**config.mk**
```make
export PLATFORM = sky130hd
export DESIGN_NAME = bch_syndrome_gen
export DESIGN_NICKNAME = d
export VERILOG_FILES = /design/src/rtl/bch_syndrome_gen.sv
export SDC_FILE = /design/constraint.sdc
export NUM_CORES = 1
export LEC_CHECK = 0
export BUFFER_PORTS_ARGS = -buffer_cell sky130_fd_sc_hd__buf_2
export CAP_MARGIN = 20
export CORE_MARGIN = 4
export CORE_UTILIZATION = 25
export DETAILED_ROUTE_END_ITERATION = 12
export MAX_ROUTING_LAYER = met4
export PLACE_DENSITY = 0.48
export SETUP_SLACK_MARGIN = 0.1
export SYNTH_ARGS = -nofsm -noshare
export SYNTH_HDL_FRONTEND = slang
export SYNTH_SLANG_ARGS = --single-unit
```
**constraint.sdc**
```tcl
create_clock -name i_clk -period 5.3 [get_ports i_clk]
set_clock_uncertainty 0.15 [all_clocks]
set_input_delay 0 -clock i_clk [delete_from_list [all_inputs] [get_ports i_clk]]
set_output_delay 0 -clock i_clk [all_outputs]
set_load 0.05 [all_outputs]
```
**src/rtl/bch_syndrome_gen.sv**
```systemverilog
// Streaming BCH syndrome generator: accumulates S1..S8 per frame and hands them to the decoder through a one-deep buffer.
// Optional zero-syndrome flags are compiled in with `define SYNGEN_ZERO_FLAG_EN.
module bch_syndrome_gen #(
    parameter int SYM_W = 10,
    parameter int CNT_W = 10
) (
    input  logic             i_clk,
    input  logic             i_rst_n,
    input  logic [1:0]       i_code,
    input  logic             i_valid,
    output logic             o_ready,
    input  logic [1:0]       i_data,
    output logic [SYM_W-1:0] o_S1,
    output logic [SYM_W-1:0] o_S2,
    output logic [SYM_W-1:0] o_S3,
    output logic [SYM_W-1:0] o_S4,
    output logic [SYM_W-1:0] o_S5,
    output logic [SYM_W-1:0] o_S6,
    output logic [SYM_W-1:0] o_S7,
    output logic [SYM_W-1:0] o_S8,
    output logic [1:0]       o_code,
    output logic             o_syn_valid,
`ifdef SYNGEN_ZERO_FLAG_EN
    output logic             o_zero_a,
    output logic             o_zero_b,
`endif
    input  logic             i_syn_take
);

    typedef enum logic {ST_ACC = 1'b0, ST_HOLD = 1'b1} state_t;

    // Multiply by alpha (= x) in the field chosen by code.
    function automatic logic [SYM_W-1:0] gf_xtime(input logic [SYM_W-1:0] v, input logic [1:0] code);
        logic [9:0] x;
        logic [9:0] r;
        x = v[9:0];
        case (code)
            2'b00:   r = {4'b0000, x[4:0], 1'b0} ^ (x[5] ? 10'h003 : 10'h000);
            2'b01:   r = {2'b00, x[6:0], 1'b0} ^ (x[7] ? 10'h01D : 10'h000);
            default: r = {x[8:0], 1'b0} ^ (x[9] ? 10'h009 : 10'h000);
        endcase
        return SYM_W'(r);
    endfunction

    function automatic logic [SYM_W-1:0] gf_mult(input logic [SYM_W-1:0] a, input logic [SYM_W-1:0] b,
                                                 input logic [1:0] code);
        logic [SYM_W-1:0] p;
        logic [SYM_W-1:0] m;
        p = '0;
        m = a;
        for (int i = 0; i < SYM_W; i++) begin
            if (b[i]) p = p ^ m;
            else      p = p;
            m = gf_xtime(m, code);
        end
        return p;
    endfunction

    function automatic logic [SYM_W-1:0] gf_apow(input int e, input logic [1:0] code);
        logic [SYM_W-1:0] v;
        v = SYM_W'(1);
        for (int i = 0; i < 16; i++) begin
            if (i < e) v = gf_xtime(v, code);
            else       v = v;
        end
        return v;
    endfunction

    function automatic logic [CNT_W-1:0] last_idx(input logic [1:0] code);
        case (code)
            2'b00:   return CNT_W'(62);
            2'b01:   return CNT_W'(254);
            default: return CNT_W'(511);
        endcase
    endfunction

    state_t           state_q, state_d;
    logic [CNT_W-1:0] cnt_q, cnt_d;
    logic [1:0]       code_q, code_d;
    logic [1:0]       buf_code_q, buf_code_d;
    logic             syn_valid_q, syn_valid_d;
    logic [SYM_W-1:0] acc_q [8];
    logic [SYM_W-1:0] acc_d [8];
    logic [SYM_W-1:0] buf_q [8];
    logic [SYM_W-1:0] buf_d [8];
    logic [SYM_W-1:0] acc_upd_s [8];
    logic [1:0]       eff_code_s;
    logic             accept_s, last_beat_s, buf_free_s, pad_bit_s, load_s;
`ifdef SYNGEN_ZERO_FLAG_EN
    logic             zero_a_q, zero_a_d, zero_b_q, zero_b_d;
`endif

    // The first beat of a frame already uses the incoming code, before it is latched.
    assign eff_code_s  = (cnt_q == '0) ? i_code : code_q;
    assign accept_s    = i_valid && o_ready;
    assign last_beat_s = (cnt_q == last_idx(eff_code_s));
    assign buf_free_s  = !syn_valid_q || i_syn_take;
    assign pad_bit_s   = i_data[1] && (cnt_q != '0);

    // Per-beat Horner step for all eight syndromes.
    always_comb begin
        for (int k = 0; k < 8; k++) begin
            if (!eff_code_s[1]) begin
                if (k < 4) acc_upd_s[k] = gf_mult(acc_q[k], gf_apow(k + 1, eff_code_s), eff_code_s) ^ SYM_W'(i_data[1]);
                else       acc_upd_s[k] = gf_mult(acc_q[k], gf_apow(k - 3, eff_code_s), eff_code_s) ^ SYM_W'(i_data[0]);
            end else begin
                acc_upd_s[k] = gf_mult(acc_q[k], gf_apow(2 * (k + 1), eff_code_s), eff_code_s)
                             ^ (pad_bit_s ? gf_apow(k + 1, eff_code_s) : '0) ^ SYM_W'(i_data[0]);
            end
        end
    end

    // Next-state logic: HOLD parks a finished frame until the buffer is taken.
    always_comb begin
        state_d = state_q;
        case (state_q)
            ST_ACC: begin
                if (accept_s && last_beat_s && !buf_free_s) state_d = ST_HOLD;
                else                                        state_d = ST_ACC;
            end
            ST_HOLD: begin
                if (i_syn_take) state_d = ST_ACC;
                else            state_d = ST_HOLD;
            end
            default: state_d = ST_ACC;
        endcase
    end

    // FSM output decode.
    always_comb begin
        o_ready = (state_q == ST_ACC);
    end

    // Datapath next values: counter, code latch, accumulators and output buffer.
    always_comb begin
        cnt_d       = cnt_q;
        code_d      = code_q;
        acc_d       = acc_q;
        buf_d       = buf_q;
        buf_code_d  = buf_code_q;
        syn_valid_d = syn_valid_q;
        load_s      = 1'b0;
        case (state_q)
            ST_ACC: begin
                if (accept_s) begin
                    if (cnt_q == '0) code_d = i_code;
                    else             code_d = code_q;
                    if (last_beat_s) begin
                        cnt_d = '0;
                        if (buf_free_s) begin
                            buf_d      = acc_upd_s;
                            buf_code_d = eff_code_s;
                            acc_d      = '{default: '0};
                            load_s     = 1'b1;
                        end else begin
                            acc_d = acc_upd_s;
                        end
                    end else begin
                        cnt_d = cnt_q + CNT_W'(1);
                        acc_d = acc_upd_s;
                    end
                end else begin
                    cnt_d = cnt_q;
                end
                if (load_s)                          syn_valid_d = 1'b1;
                else if (i_syn_take && syn_valid_q)  syn_valid_d = 1'b0;
                else                                 syn_valid_d = syn_valid_q;
            end
            ST_HOLD: begin
                if (i_syn_take) begin
                    buf_d      = acc_q;
                    buf_code_d = code_q;
                    acc_d      = '{default: '0};
                    load_s     = 1'b1;
                end else begin
                    load_s = 1'b0;
                end
            end
            default: load_s = 1'b0;
        endcase
`ifdef SYNGEN_ZERO_FLAG_EN
        zero_a_d = zero_a_q;
        zero_b_d = zero_b_q;
        if (load_s) begin
            zero_a_d = ((buf_d[0] | buf_d[1] | buf_d[2] | buf_d[3]) == '0);
            zero_b_d = ((buf_d[4] | buf_d[5] | buf_d[6] | buf_d[7]) == '0);
            if (buf_code_d[1]) begin
                zero_a_d = zero_a_d && zero_b_d;
                zero_b_d = zero_a_d;
            end else begin
                zero_b_d = zero_b_d;
            end
        end else begin
            zero_a_d = zero_a_q;
        end
`endif
    end

    // State register.
    always_ff @(posedge i_clk) begin
        if (!i_rst_n) state_q <= ST_ACC;
        else          state_q <= state_d;
    end

    // Datapath registers.
    always_ff @(posedge i_clk) begin
        if (!i_rst_n) begin
            cnt_q       <= '0;
            code_q      <= 2'b00;
            buf_code_q  <= 2'b00;
            syn_valid_q <= 1'b0;
            acc_q       <= '{default: '0};
            buf_q       <= '{default: '0};
`ifdef SYNGEN_ZERO_FLAG_EN
            zero_a_q    <= 1'b0;
            zero_b_q    <= 1'b0;
`endif
        end else begin
            cnt_q       <= cnt_d;
            code_q      <= code_d;
            buf_code_q  <= buf_code_d;
            syn_valid_q <= syn_valid_d;
            acc_q       <= acc_d;
            buf_q       <= buf_d;
`ifdef SYNGEN_ZERO_FLAG_EN
            zero_a_q    <= zero_a_d;
            zero_b_q    <= zero_b_d;
`endif
        end
    end

    assign o_S1        = buf_q[0];
    assign o_S2        = buf_q[1];
    assign o_S3        = buf_q[2];
    assign o_S4        = buf_q[3];
    assign o_S5        = buf_q[4];
    assign o_S6        = buf_q[5];
    assign o_S7        = buf_q[6];
    assign o_S8        = buf_q[7];
    assign o_code      = buf_code_q;
    assign o_syn_valid = syn_valid_q;
`ifdef SYNGEN_ZERO_FLAG_EN
    assign o_zero_a    = zero_a_q;
    assign o_zero_b    = zero_b_q;
`endif

endmodule

```
# After elaboration in Yosys (flattened, before gate mapping)
# Index checks and enable logic that the tools add are counted.
# op_classes
reduce_logical	16
n_eq_ne	6
bitwise_logic	631
mux	1143
n_addsub	1
# ops
op	count
2-to-1 mux 10 bit	501
case mux 10 bit (2 select lines)	154
bitwise XOR 10 x 4 -> 10 bit	154
bitwise XOR 10 bit	152
bitwise XOR 8 x 5 -> 8 bit	154
bitwise XOR 6 x 2 -> 6 bit	154
2-to-1 mux 5 bit	154
2-to-1 mux 80 bit	8
2-to-1 mux 4 bit	154
case mux 80 bit (2 select lines)	2
2-to-1 mux 2 bit	159
bitwise XOR 10 x 1 -> 10 bit	16
case mux 9 bit (2 select lines)	1
adder 10 x 1 -> 10 bit (second input constant)	1
equality test 10 bit	1
zero test 10 bit	1
nonzero test 10 bit	1
2-to-1 mux 1 bit	8
!= test 2 x 1 -> 1 bit (second input constant)	3
AND reduction 2 bit	3
logical AND 1 bit	5
case mux 2 bit (2 select lines)	1
AND reduction 4 bit	1
equality test 2 x 1 -> 1 bit (second input constant)	1
other kinds (7)	8
# totals
regBits	176

# Logic depth before layout (Yosys ltp)
# depth
word_depth	99
ltp_mapped	20

# Worst setup path before layout
# No wires, ideal clock.
# synth_path
kind	reg2reg
from	reg cnt_q[0]
to	reg buf_q (netlist bit o_S6[6])
stages_incl_launch_ff	21
arrival_ns	3.853
n_path_buf	5
slack_ns	1.180
path_cell_list	dfxtp_1 > inv_1 > ha_1 > or4b_1 > buf_6 > nor4_4 > nor2_2 > inv_2 > buf_4 > buf_2 > buf_2 > buf_2 > ha_1 > inv_1 > a211oi_1 > xnor3_1 > xnor2_1 > o21ai_1 > a22o_1 > or2_0 > a32o_1
# synth_via
elab_chain_len	74
word_cells_on_any_way	270
classes_between	eq/ne (3); mux (165); bitwise (97); reduce/logical (5)
# synth_rtl
item	line	source
start, declared	78	logic [CNT_W-1:0] cnt_q, cnt_d;
start signal, assigned	219	cnt_q <= cnt_d;
zero test 10 bit	94	assign eff_code_s = (cnt_q == '0) ? i_code : code_q;
2-to-1 mux 2 bit	-	
equality test 2 x 1 -> 1 bit or zero test 2 bit (tied branches)	37, 70	
case mux 10 bit (2 select lines)	37	case (code)
2-to-1 mux 10 bit	103	if (!eff_code_s[1]) begin
2-to-1 mux 5 bit (tied with other cells)	39	2'b01: r = {2'b00, x[6:0], 1'b0} ^ (x[7] ? 10'h01D : 10'h000);
bitwise XOR 8 x 5 -> 8 bit (tied with other cells)	39	
case mux 10 bit (2 select lines) or 2-to-1 mux 10 bit (tied branches)	37, 103	
(+58 left out)	-	
2-to-1 mux 10 bit	103	
bitwise XOR 10 bit	108	^ (pad_bit_s ? gf_apow(k + 1, eff_code_s) : '0) ^ SYM_W'(i_data[0]);
bitwise XOR 10 x 1 -> 10 bit	108	
2-to-1 mux 10 bit	103	
2-to-1 mux 80 bit	150	if (buf_free_s) begin
2-to-1 mux 80 bit	148	if (last_beat_s) begin
2-to-1 mux 80 bit	145	if (accept_s) begin
case mux 80 bit (2 select lines)	143	case (state_q)
end signal, assigned	224	buf_q <= buf_d;
end, declared	84	logic [SYM_W-1:0] buf_q [8];
# Several ways; a longest one is shown, not always the timed one. The select of a mux whose other input is x is not followed.
# A chain may end at the register's enable or synchronous reset.

# Worst setup path after layout
# layout_path
from	reg cnt_q[0]
to	reg buf_q (netlist bit o_S7[5])
# layout_via
elab_chain_len	81
word_cells_on_any_way	302
classes_between	eq/ne (3); mux (186); bitwise (108); reduce/logical (5)
# layout_rtl
item	line
zero test 10 bit	94
2-to-1 mux 2 bit	-
equality test 2 x 1 -> 1 bit or zero test 2 bit (tied branches)	37, 70
case mux 10 bit (2 select lines)	37
2-to-1 mux 10 bit	103
2-to-1 mux 5 bit (tied with other cells)	39
bitwise XOR 8 x 5 -> 8 bit (tied with other cells)	39
case mux 10 bit (2 select lines) or 2-to-1 mux 10 bit (tied branches)	37, 103
(+65 left out)	-
2-to-1 mux 10 bit	103
bitwise XOR 10 bit	108
bitwise XOR 10 x 1 -> 10 bit	108
2-to-1 mux 10 bit	103
2-to-1 mux 80 bit	150
2-to-1 mux 80 bit	148
2-to-1 mux 80 bit	145
case mux 80 bit (2 select lines)	143
# Several ways; a longest one is shown, not always the timed one. The select of a mux whose other input is x is not followed.

==> metrics <==
DR WL/cell=20.41 um; internal power=2.548 mW; fmax=0.2340 GHz; status=finished clean; Crit path largest cell delay=620 ps; Slew Viols, Final=0; Syn Inst Count=1429; total number of vias=10440; CTS clock-pin slew for the worst setup and hold paths=70 ps; library cells used by synthesis=83; nets=1437; Worst Path Max Fanout=25; mean post-synth cell area=7.526 um2; Top FF cell, synth=dfxtp_1; CP bufs+invs=4; Multi-input gate area=6544 um2; Core Box Area=42230 um2; Leakage Power=4.513 nW; setup tns final=0 ps; Max Cap Violations=0; largest net degree at the start of global routing=74; asr flop ratio synth=0%; Die X=215.4 um; worst vdd ir=0.2219 mV; delay-heaviest family, CP=simple AND/OR/NAND/NOR gates; CTS tree=built; Final Hold Vio Count=0; Reg power frac=38.7%; final non-filler cell total=1977; pwr dens=312.8 nW/um2; H-tree level count=4; crit path DAT=4490 ps; synthesized cell area=10760 um2; clk root buf=clkbuf_16; worst hold slack=54.69 ps; Routed Antenna Nets=0; sw frac=33.32%; GRT Total Usage=17.31%; Die ar.=46400 um2; WP data required=5520 ps; Fillers=4599; sequential fraction of the synthesis area=32.76%; Rel. slew slack=38.38%; Design Power=3.821 mW; Least-Margin Pin Slew=920.9 ps; cts repair resizes=0; initial core utilization=25.47%; drt first pass iters=5; RSZ-0062 raised after global routing=false; placed wire-length estimate=28.13 mm; die height=215.4 um; first-pass GRT wire length=61.89 mm; FF+latch area=3527 um2; post-place instance area=11530 um2; critical path endpoint category=flip-flop; First DRT Iteration DRCs=968; NetSw=1.273 mW; final setup margin=1026 ps; Syn Nets=1440; DRC Markers=0; final count of negative-setup-slack endpoints=0; EDFF count, synth=0; DP Worst Slack=1057 ps; layout cells sized above 1=12.66%; Ys Warns=0; Area Growth Syn to Fin=13.59%; CTS buffer count=17; diode count=0; Setup crit start kind=flip-flop; vias in the first global route=9670; placed insts=1942; clk_lat worst skew=440 ps; clock sinks=176; Top-Level Pins=92; initial antenna violation count=0; post-layout instance area=12220 um2; sequence of cells on the critical path=inv_1 -> ha_1 -> or4b_1 -> nor4_4 -> nor2_2 -> buf_4 -> inv_2 -> buf_4 -> a22oi_1 -> xnor2_1 -> xnor3_1 -> o21ai_0 -> mux2i_1 -> o21ai_0; critical path type=flip-flop to flip-flop; num rows=75; fin crit period=4274 ps; critical path's slowest cell=or4b_1; IO Port Bufs=91; Hold Path Class=input port to flip-flop; Util after Layout=28.93%; Gate power share=23.2%; global route overflow=0; WL final=40.35 mm; drt via density=5.279; Final Cycle Share=80.64%; Synth Register Bits=176; RePlAce Congestion=0.9181; Max Root-Sink Buffers=2; Clk pwr share=38.2%
[logic make-up (layout without fill, tap and decap cells)]
kind of cell             after synthesis  after routing  share of synthesized area (%)
multiplexers                          24             24                          2.245
buffers and inverters                170            179                          6.584
XOR/XNOR                             145            145                          12.58
AO/OA/AOI/OAI                        400            400                          24.07
AND/OR/NAND/NOR                      511            511                          21.42
adder cells (fa/ha/maj)                3              3                         0.3490
flip-flops                           176            176                          32.76
[cells in the mapped netlist, types with 4 or more instances]
cell	number	area [um2]
or3_1	8	50.05
o21ai_0	81	405.4
xnor2_1	89	779.5
xnor3_1	6	135.1
o31ai_1	7	52.55
a32o_1	5	50.05
mux2i_1	23	230.2
o221ai_1	5	43.79
a22oi_1	52	390.4
and2_1	11	68.82
nor4_1	6	37.54
nor2_1	185	694.4
nor3_1	47	235.2
nand4_1	8	50.05
xor2_1	50	437.9
buf_1	14	52.55
a211oi_1	45	337.8
and3_1	11	68.82
a31oi_1	17	106.4
or2_2	6	37.54
o211ai_1	16	120.1
inv_1	17	63.81
o311a_1	4	40.04
nor2b_1	4	25.02
clkbuf_1	103	386.6
nand2b_1	9	56.30
o22ai_1	4	25.02
nand3_1	36	180.2
nand3b_1	5	37.54
buf_2	23	115.1
nand2_1	156	585.6
a221oi_1	8	70.07
buf_4	9	67.56
a21oi_1	116	580.6
dfxtp_1	176	3523
[per-layer routing]
layer / vias to the layer above / global-route usage [%] / share of wire (%)
li1: 4988 / - / -
met1: 5008 / 26.25 / 51
met2: 389 / 24.11 / 41
met3: 52 / 2.278 / 5.8
met4: 0 / 4.230 / 1.8
met5: - / - / 0
[tightest hold or removal path, delay by kind of cell]
family	cells	cell delay, ps
buffers and inverters	1	230
and+or+nand+nor	1	70
xor gates and xnor gates	1	200
AOI/OAI and AO/OA	1	80
[repair_timing]
action,4_1_cts,5_1_grt
setup buffers,0,0
hold endpoints to repair,8,0
hold buffers,4,0
[power groups by stage]
stage                     combinational [mW]  sequential [mW]  clock [mW]
after floorplan                        0.713             1.42           0
after global placement                 0.867             1.50           0
after detailed placement               0.866             1.50           0
after CTS                              0.873             1.47        1.49
after global routing                   0.966             1.49        1.53
final                                  0.886             1.48        1.46
[registers in the layout (all words and copies together) (netlist names)]
register / flops
o_S5: 10
state_q: 1
o_S1: 10
o_syn_valid: 1
o_S4: 10
o_code: 2
code_q: 2
o_S2: 10
cnt_q: 10
o_S8: 10
o_S7: 10
o_S6: 10
o_S3: 10
acc_q: 80
[area by class of cell]
class                           count  share of cell area (%)
Multi-Input combinational cell   1083                   53.56
Sequential cell                   176                   28.87
Timing Repair Buffer              128                   6.084
Tap cell                          539                   5.520
Clock buffer                       17                   3.482
Clock inverter                     14                   1.844
Inverter                           20                  0.6350
[final timing paths]
path | startpoint | end | slack, ps | cells past startpoint
max | cnt_q[0] | o_S7[5] | 1030 | 14
min reg2reg | o_S3[4] | o_S3[4] | 310 | 2
min | i_data[0] | o_S6[0] | 50 | 4
max reg2reg | cnt_q[0] | o_S7[5] | 1030 | 14
[cells in the final DEF (no fill, tap or decap), types with 4 or more instances in the layout]
master	netlist	layout
or2_2	6	6
a221oi_1	8	8
nor2_1	185	184
dlygate4sd3_1	0	4
dfxtp_1	176	175
a211oi_1	45	45
nor4_1	6	6
nand3_1	36	36
xnor2_1	89	89
nand2_1	156	156
or3_1	8	8
a21oi_1	116	115
nand3b_1	5	5
a22oi_1	52	52
buf_4	9	33
o221ai_1	5	5
o211ai_1	16	16
nor3_1	47	47
o22ai_1	4	4
xnor3_1	6	6
nand4_1	8	8
and2_1	11	11
o31ai_1	7	7
xor2_1	50	50
clkbuf_16	0	17
nor2b_1	4	4
buf_2	23	91
o21ai_0	81	81
o311a_1	4	4
inv_1	17	17
mux2i_1	23	23
a31oi_1	17	17
a32o_1	5	5
bufinv_16	0	5
nand2b_1	9	9
and3_1	11	11
Note: power is estimated with default switching activity, not from simulation.
